==> src/rtl/jk_pkg.sv <==
// Shared definitions for the JK counter slice: the four JK excitation modes
// and a helper that turns a mode into the {J,K} pin pair.
package jk_pkg;

    // Mode encoding is chosen so that the 2-bit value already reads as {J,K}.
    typedef enum logic [1:0] {
        JK_HOLD   = 2'b00,
        JK_RESET  = 2'b01,
        JK_SET    = 2'b10,
        JK_TOGGLE = 2'b11
    } jk_mode_e;

    // Map an excitation mode onto the {J,K} inputs of a JK flip-flop.
    function automatic logic [1:0] jk_mode_to_jk(input jk_mode_e mode);
        logic [1:0] w_jk;
        case (mode)
            JK_HOLD:   w_jk = 2'b00;
            JK_RESET:  w_jk = 2'b01;
            JK_SET:    w_jk = 2'b10;
            JK_TOGGLE: w_jk = 2'b11;
            default:   w_jk = 2'b00;
        endcase
        return w_jk;
    endfunction

endpackage

==> src/rtl/jk_cell.sv <==
// Single JK flip-flop storage cell with asynchronous active-low clear.
// Qbar is always the complement of the stored bit, never driven on its own.
module jk_cell (
    input  logic clk,
    input  logic R,
    input  logic J,
    input  logic K,
    output logic Q,
    output logic Qbar
);

    logic r_q;

    // JK storage: hold / reset / set / toggle on the rising edge, cleared by R=0.
    always_ff @(posedge clk or negedge R) begin
        if (!R) begin
            r_q <= 1'b0;
        end else begin
            case ({J, K})
                2'b00:   r_q <= r_q;
                2'b01:   r_q <= 1'b0;
                2'b10:   r_q <= 1'b1;
                default: r_q <= ~r_q;
            endcase
        end
    end

    assign Q    = r_q;
    assign Qbar = ~r_q;

endmodule

==> src/rtl/jk_modn_counter.sv <==
// Modulo-MODULUS up/down counter built from a bank of jk_cell flip-flops.
// This module holds only the per-bit J/K excitation logic; storage is in jk_cell.
// Optional macro JK_COUNTER_SAT_EN: when defined, the counter saturates at
// MODULUS-1 (up) and 0 (down) instead of wrapping.
module jk_modn_counter
    import jk_pkg::*;
#(
    parameter int WIDTH   = 4,
    parameter int MODULUS = 16
) (
    input  logic             clk,
    input  logic             R,
    input  logic             en,
    input  logic             up,
    input  logic             load,
    input  logic [WIDTH-1:0] D,
    output logic [WIDTH-1:0] Q,
    output logic [WIDTH-1:0] Qbar,
    output logic             tc
);

    localparam int unsigned     LP_MAX_INT = MODULUS - 1;
    localparam logic [WIDTH-1:0] LP_MAX    = LP_MAX_INT[WIDTH-1:0];

    logic [WIDTH-1:0] w_q;
    logic [WIDTH-1:0] w_qbar;
    logic [WIDTH-1:0] w_j;
    logic [WIDTH-1:0] w_k;
    jk_mode_e         w_mode [WIDTH];
    logic             w_at_max;
    logic             w_at_zero;

    // ">=" rather than "==" so an out-of-range loaded value also takes the wrap path.
    assign w_at_max  = (w_q >= LP_MAX);
    assign w_at_zero = (w_q == '0);

    // Per-bit excitation: choose a JK mode for each bit from load/en/up and the count.
    always_comb begin
        logic w_low_ones;
        logic w_low_zeros;
        w_low_ones  = 1'b1;
        w_low_zeros = 1'b1;
        for (int i = 0; i < WIDTH; i++) begin
            w_mode[i] = JK_HOLD;
            if (load) begin
                w_mode[i] = D[i] ? JK_SET : JK_RESET;
            end else if (en) begin
                if (up) begin
                    if (!w_at_max) begin
                        w_mode[i] = w_low_ones ? JK_TOGGLE : JK_HOLD;
                    end else begin
`ifdef JK_COUNTER_SAT_EN
                        // Park at MODULUS-1; bits already matching simply hold.
                        w_mode[i] = (w_q[i] == LP_MAX[i]) ? JK_HOLD
                                  : (LP_MAX[i] ? JK_SET : JK_RESET);
`else
                        w_mode[i] = w_q[i] ? JK_RESET : JK_HOLD;
`endif
                    end
                end else begin
                    if (!w_at_zero) begin
                        w_mode[i] = w_low_zeros ? JK_TOGGLE : JK_HOLD;
                    end else begin
`ifdef JK_COUNTER_SAT_EN
                        w_mode[i] = JK_HOLD;
`else
                        w_mode[i] = LP_MAX[i] ? JK_SET : JK_RESET;
`endif
                    end
                end
            end
            w_low_ones  = w_low_ones & w_q[i];
            w_low_zeros = w_low_zeros & ~w_q[i];
        end
    end

    genvar g;
    generate
        for (g = 0; g < WIDTH; g++) begin : g_cell
            assign {w_j[g], w_k[g]} = jk_mode_to_jk(w_mode[g]);

            jk_cell u_cell (
                .clk  (clk),
                .R    (R),
                .J    (w_j[g]),
                .K    (w_k[g]),
                .Q    (w_q[g]),
                .Qbar (w_qbar[g])
            );
        end
    endgenerate

    assign Q    = w_q;
    assign Qbar = w_qbar;
    assign tc   = en & ~load & ((up & w_at_max) | (~up & w_at_zero));

endmodule

==> config.mk <==
export PLATFORM = sky130hd
export DESIGN_NAME = jk_modn_counter
export DESIGN_NICKNAME = d
export VERILOG_FILES = /design/src/rtl/jk_pkg.sv /design/src/rtl/jk_cell.sv /design/src/rtl/jk_modn_counter.sv
export SDC_FILE = /design/constraint.sdc
export NUM_CORES = 1
export LEC_CHECK = 0
export ABC_AREA = 1
export CAP_MARGIN = 20
export CORE_MARGIN = 10
export CORE_UTILIZATION = 45
export CTS_CLUSTER_DIAMETER = 200
export DETAILED_ROUTE_END_ITERATION = 8
export GPL_TIMING_DRIVEN = 0
export PLACE_DENSITY = 0.77
export SLEW_MARGIN = 0
export SYNTH_ARGS = -nofsm -noshare
export SYNTH_HDL_FRONTEND = slang
export SYNTH_SLANG_ARGS = --single-unit
==> constraint.sdc <==
create_clock -name clk -period 1.9 [get_ports clk]
set_clock_uncertainty 0.05 [all_clocks]
set_input_delay 0.38 -clock clk [delete_from_list [all_inputs] [get_ports clk]]
set_output_delay 0.38 -clock clk [all_outputs]
set_load 0.005 [all_outputs]
==> results.cfg, run 1 <==
[floorplan]
rows = 12
start_util_pct = 50.21
die_x_um = 56.15
io_pins = 18
die_h_um = 56.15
core_area_um2 = 1171
dieArea_um2 = 3153

[pwr]
p_total_w = 0.001011
peakVddDrop_mv = 0.4781
power_leakage_nw = 0.4881
p_per_area_nw_per_um2 = 1141

[grt]
antenna_found_initial = 0
grt_max_degree = 11
grt_usage_pct = 10.64
gr-total-overflow = 0
grt_pass1_wl_mm = 2.877
first_global_vias = 676

[logic_synthesis]
yosysWarnings = 0
synth_mux_area_share_pct = 0
synthSimpleGateAreaFrac_pct = 31.70
avgSynthCellArea_um2 = 6.190
synth_top_family_by_area = simple AND/OR/NAND/NOR gates
synth.distinct_cells = 13
synth_fa_ha_area_share_pct = 17.02
synth.cell_area_um2 = 588.1
synthCells = 95
syn-num-nets = 112
ys_seq_area_share_pct = 17.02
synth-compound-area-share_pct = 15.11
synth_seq_cells = 4
synth_xor_area_share_pct = 0

[sta]
relSlewSlack_pct = 84.16
hold_viol_final = 0
rsz0062_at_grt = no
finalSetupViolations = 0
timing.fmax_mhz = 543.1
layout_setup_ws_ps = 58.66
period_minus_slack_ps = 1841
fin_setup_tns_ps = 0
worst_pin_slew_ps = 235.1
min_period_over_period_pct = 96.91
slew_violations = 0

[final_layout]
final_common_cell = nand2_1
n_antenna_cell = 0
final_cell_area_um2 = 885.9
layout-drive-gt1-share_pct = 28.23
post-route-util_pct = 75.64
layout_common_cells = nand2_1 (25), buf_4 (17), nor2_1 (10), clkdlybuf4s50_1 (10)
area_delta_synth_final_pct = 50.64
fin_nets = 143
largest_reg_flops = 4

[setup_path]
timing.rr.start = g_cell[1].u_cell.Q$_DFFE_PN0P_
critPathTopFamily = buffers and inverters
critPathArrivalTime_ps = 1410
critical_path_buf_inv_count = 4
max_stage_delay_ps = 480
critPathKind = flip-flop to output port
cp-startpoint = g_cell[1].u_cell.Q$_DFFE_PN0P_
crit_top_cell = buf_4
crit_chain = buf_4 -> inv_1 -> buf_4 -> clkdlybuf4s50_1
crit_path_max_fanout = 4
cp-end-kind = output port
cp.required_ps = 1470
crit_slowest_cell = clkdlybuf4s50_1
worstSetupStartpointType = flip-flop

[cts]
h-tree-depth = 1
clock_latency_ps = 230
tritoncts = done
cts.sinks = 4
cts_inserted_buffers = 3
ctsHoldBuffers = 0
clk_pin_slew_ps = 40
clockBufferDepth = 2
cts_root_buf = clkbuf_4

[drt]
firstDrtPassIters = 4
drc = 0
wl_mm = 1.522
drt_iter0_markers = 7
ant_nets = 0
wl_per_cell_um = 11.03
vias = 659
viasPerCell = 4.775

[placed_design]
placed_cell_area_um2 = 775.7
port_buffers = 17
gp_congestion = 0.8046
hpwl_mm = 1.132
dp_slack_ps = -425.5

[hold_path]
hold_path.class = input pin to asynchronous set/reset pin

[flow_run]
maxCapViolations = 0

[status]
status = completed
[routing by layer]
layer	up-vias	track usage, %	share of wire, %	wire length, µm
li1	355	-	-	-
met1	289	12.44	47	710
met2	13	17.01	49	750
met3	2	2.733	3.4	52
met4	0	5.802	0.59	9
met5	-	0	0	0
[cells in the mapped netlist (all sizes together)]
library cell  instances  area, µm²
a21oi                11      58.81
buf                   9      71.32
dfrtp                 4      100.1
ha                    8      100.1
inv                  11      41.29
nand2                25      93.84
nand3                 7      35.03
nor2                 13      51.30
o21ai                 6      30.03
or2                   1      6.260
[cell families (layout without fill, tap and decap cells)]
group	Yosys count	in the layout
compound gates	17	17
fa+ha+maj	8	8
simple gates	46	46
buf+inv	20	49
flops	4	4
[through the flow]
stage	instances	hold slack (ps)
2_1_floorplan	95	34.41
3_3_place_gp	126	543.9
3_5_place_dp	126	544.5
4_1_cts	138	298.8
5_1_grt	138	326.4
6_report	138	307.5
[what timing repair did]
| action | in CTS | in global routing |
|---|---|---|
| buffers inserted | 9 | 0 |
| resized for setup | 12 | 7 |
| hold endpoints to repair | 0 | 0 |
| endpoints found under the setup margin | 3 | 6 |
| pin swaps | 2 | 0 |
[power breakdown]
group / leakage (nW) / total, W / internal, W / switching, W
clock network: 0.0138 / 0.000103 / 0.0000705 / 0.0000326
registers: 0.0436 / 0.000182 / 0.000132 / 0.0000491
logic: 0.431 / 0.000726 / 0.000429 / 0.000297
total: 0.488 / 0.00101 / 0.000632 / 0.000379
[path summary, 6_finish.rpt]
check                                                       to  slack, ps  cells after the start
worst max-delay path                                   Qbar[1]         60                      4
worst min-delay path            g_cell[3].u_cell.Q$_DFFE_PN0P_        310                      1
worst max register to register  g_cell[3].u_cell.Q$_DFFE_PN0P_        130                     11
worst min register to register  g_cell[3].u_cell.Q$_DFFE_PN0P_        610                      3
max in group asynchronous       g_cell[1].u_cell.Q$_DFFE_PN0P_       1300                      1
min in group clk                g_cell[3].u_cell.Q$_DFFE_PN0P_        610                      3
[final cells by class]
cell class | count | area (µm²)
Buffer | 9 | 71.32
Timing Repair Buffer | 26 | 240.2
Clock buffer | 3 | 22.52
Multi-Input combinational cell | 71 | 387.9
Inverter | 11 | 41.29
Sequential cell | 4 | 105.1
Fill cell | 103 | 285.3
Tap cell | 14 | 17.52
Note: power is estimated with default switching activity, not from simulation.
==> run 2, diff against run 1 <==
- CORE_AREA: default -> 10 10 47 49
- CORE_MARGIN: 10 -> default
- CORE_UTILIZATION: 45 -> default
- CTS_BUF_LIST: default -> sky130_fd_sc_hd__clkbuf_4
- DIE_AREA: default -> 0 0 57 59
- PLACE_DENSITY: 0.77 -> 0.76
==> results.cfg, run 2 (synthesized netlist as in run 1, its figures left out) <==
[drt]
firstDrtPassIters = 4
vias = 653
drc = 0
ant_nets = 0
wl_per_cell_um = 10.83
drt_iter0_markers = 7
viasPerCell = 4.910
wl_mm = 1.441

[sta]
slew_violations = 0
min_period_over_period_pct = 95.01
rsz0062_at_grt = no
worst_pin_slew_ps = 228.1
timing.fmax_mhz = 554.0
period_minus_slack_ps = 1805
relSlewSlack_pct = 84.79
hold_viol_final = 0
finalSetupViolations = 0

[floorplan]
die_x_um = 57
dieArea_um2 = 3363
core_area_um2 = 1401
io_pins = 18
die_h_um = 59
rows = 14
start_util_pct = 41.96

[final_layout]
post-route-util_pct = 62.59
n_antenna_cell = 0
layout_common_cells = nand2_1 (24), clkdlybuf4s50_1 (13), buf_4 (10)
layout-drive-gt1-share_pct = 29.06
largest_reg_flops = 4
fin_nets = 136
fillers = 142
final_common_cell = nand2_1
area_delta_synth_final_pct = 49.15

[grt]
grt_usage_pct = 8.279
grt_use_met1_pct = 9.820
grt_max_degree = 11
antenna_found_initial = 0
grtUsageMet2_pct = 13.64
met3_usage_pct = 1.931
first_global_vias = 575
busiest_layer = met2
grt_pass1_wl_mm = 2.346
gr-total-overflow = 0

[pwr]
power_leakage_nw = 0.4477
p_total_w = 0.0009583
p_per_area_nw_per_um2 = 1093
peakVddDrop_mv = 0.6510

[setup_path]
cp-end-kind = output port
crit_path_max_fanout = 8
cp.required_ps = 1470
worstRegToRegCells = 9
max_stage_delay_ps = 470
critical_path_buf_inv_count = 1
critPathTopFamily = flip-flops
worstSetupStartpointType = flip-flop
critPathKind = flip-flop to output port
crit_slowest_cell = dfrtp_2
crit_chain = nor2_4 -> nand3_1 -> a21oi_1 -> dlygate4sd2_1
critPathArrivalTime_ps = 1380
cp.depth = 4

[status]
status = completed

[cts]
ctsHoldBuffers = 0
h-tree-depth = 1
clock_latency_ps = 230
cts_inserted_buffers = 3
cts_root_buf = clkbuf_4
clockBufferDepth = 2
tritoncts = done
cts.sinks = 4
clk_pin_slew_ps = 40

[placed_design]
port_buffers = 17
hpwl_mm = 1.085
gp_congestion = 0.7852

[flow_run]
maxCapViolations = 0

[hold_path]
hold_path.class = input pin to asynchronous set/reset pin
==> run 2: worst paths after layout <==
kind | startpoint | to | slack (ps)
worst min-delay path | R | g_cell[3].u_cell.Q$_DFFE_PN0P_ | 290
worst min register to register | g_cell[0].u_cell.Q$_DFFE_PN0P_ | g_cell[0].u_cell.Q$_DFFE_PN0P_ | 570
max in group asynchronous | R | g_cell[1].u_cell.Q$_DFFE_PN0P_ | 1340
worst max register to register | g_cell[2].u_cell.Q$_DFFE_PN0P_ | g_cell[0].u_cell.Q$_DFFE_PN0P_ | 210
worst max-delay path | g_cell[2].u_cell.Q$_DFFE_PN0P_ | tc | 90
min in group clk | g_cell[0].u_cell.Q$_DFFE_PN0P_ | g_cell[0].u_cell.Q$_DFFE_PN0P_ | 570
==> run 2: where the power goes <==
part | switching (W) | total [W] | internal, W
Combinational | 0.000243 | 0.000616 | 0.000374
Sequential | 0.000107 | 0.000239 | 0.000132
Clock | 0.0000322 | 0.000103 | 0.0000705
Total | 0.000382 | 0.000958 | 0.000577
==> run 2: per-layer routing <==
metal	routed length (µm)	up-vias
met5	0	-
met2	724	13
li1	-	341
met4	17	0
met3	57	2
met1	642	297
==> run 2: cell type report <==
class	instances	area, µm²	share of cell area (%)
flip-flops and latches	4	105.1	11.98
multi-input cells	71	427.9	48.79
inverters	11	41.29	4.708
repair buffers	19	188.9	21.54
clock buffers	3	22.52	2.568
well taps	16	20.02	2.282
plain buffers	9	71.32	8.131
==> run 2: metrics by stage <==
step	hold WS (ps)	cells	TNS (ps)	setup slack [ps]	cell area [µm²]
3_5_place_dp	538.9	128	-1382	-435.6	778.2
3_3_place_gp	539.5	128	-1274	-444.0	778.2
4_1_cts	289.2	131	0	0.5568	800.8
5_1_grt	287.9	133	0	2.722	877.1
6_report	291.9	133	0	94.90	877.1
2_1_floorplan	34.41	95	0	307.4	588.1
==> run 2: timing repair <==
action,4_1_cts,5_1_grt
hold endpoints to repair,0,0
setup endpoints to repair,3,5
pin swaps,2,3
buffers inserted,0,2
resized for setup,4,23
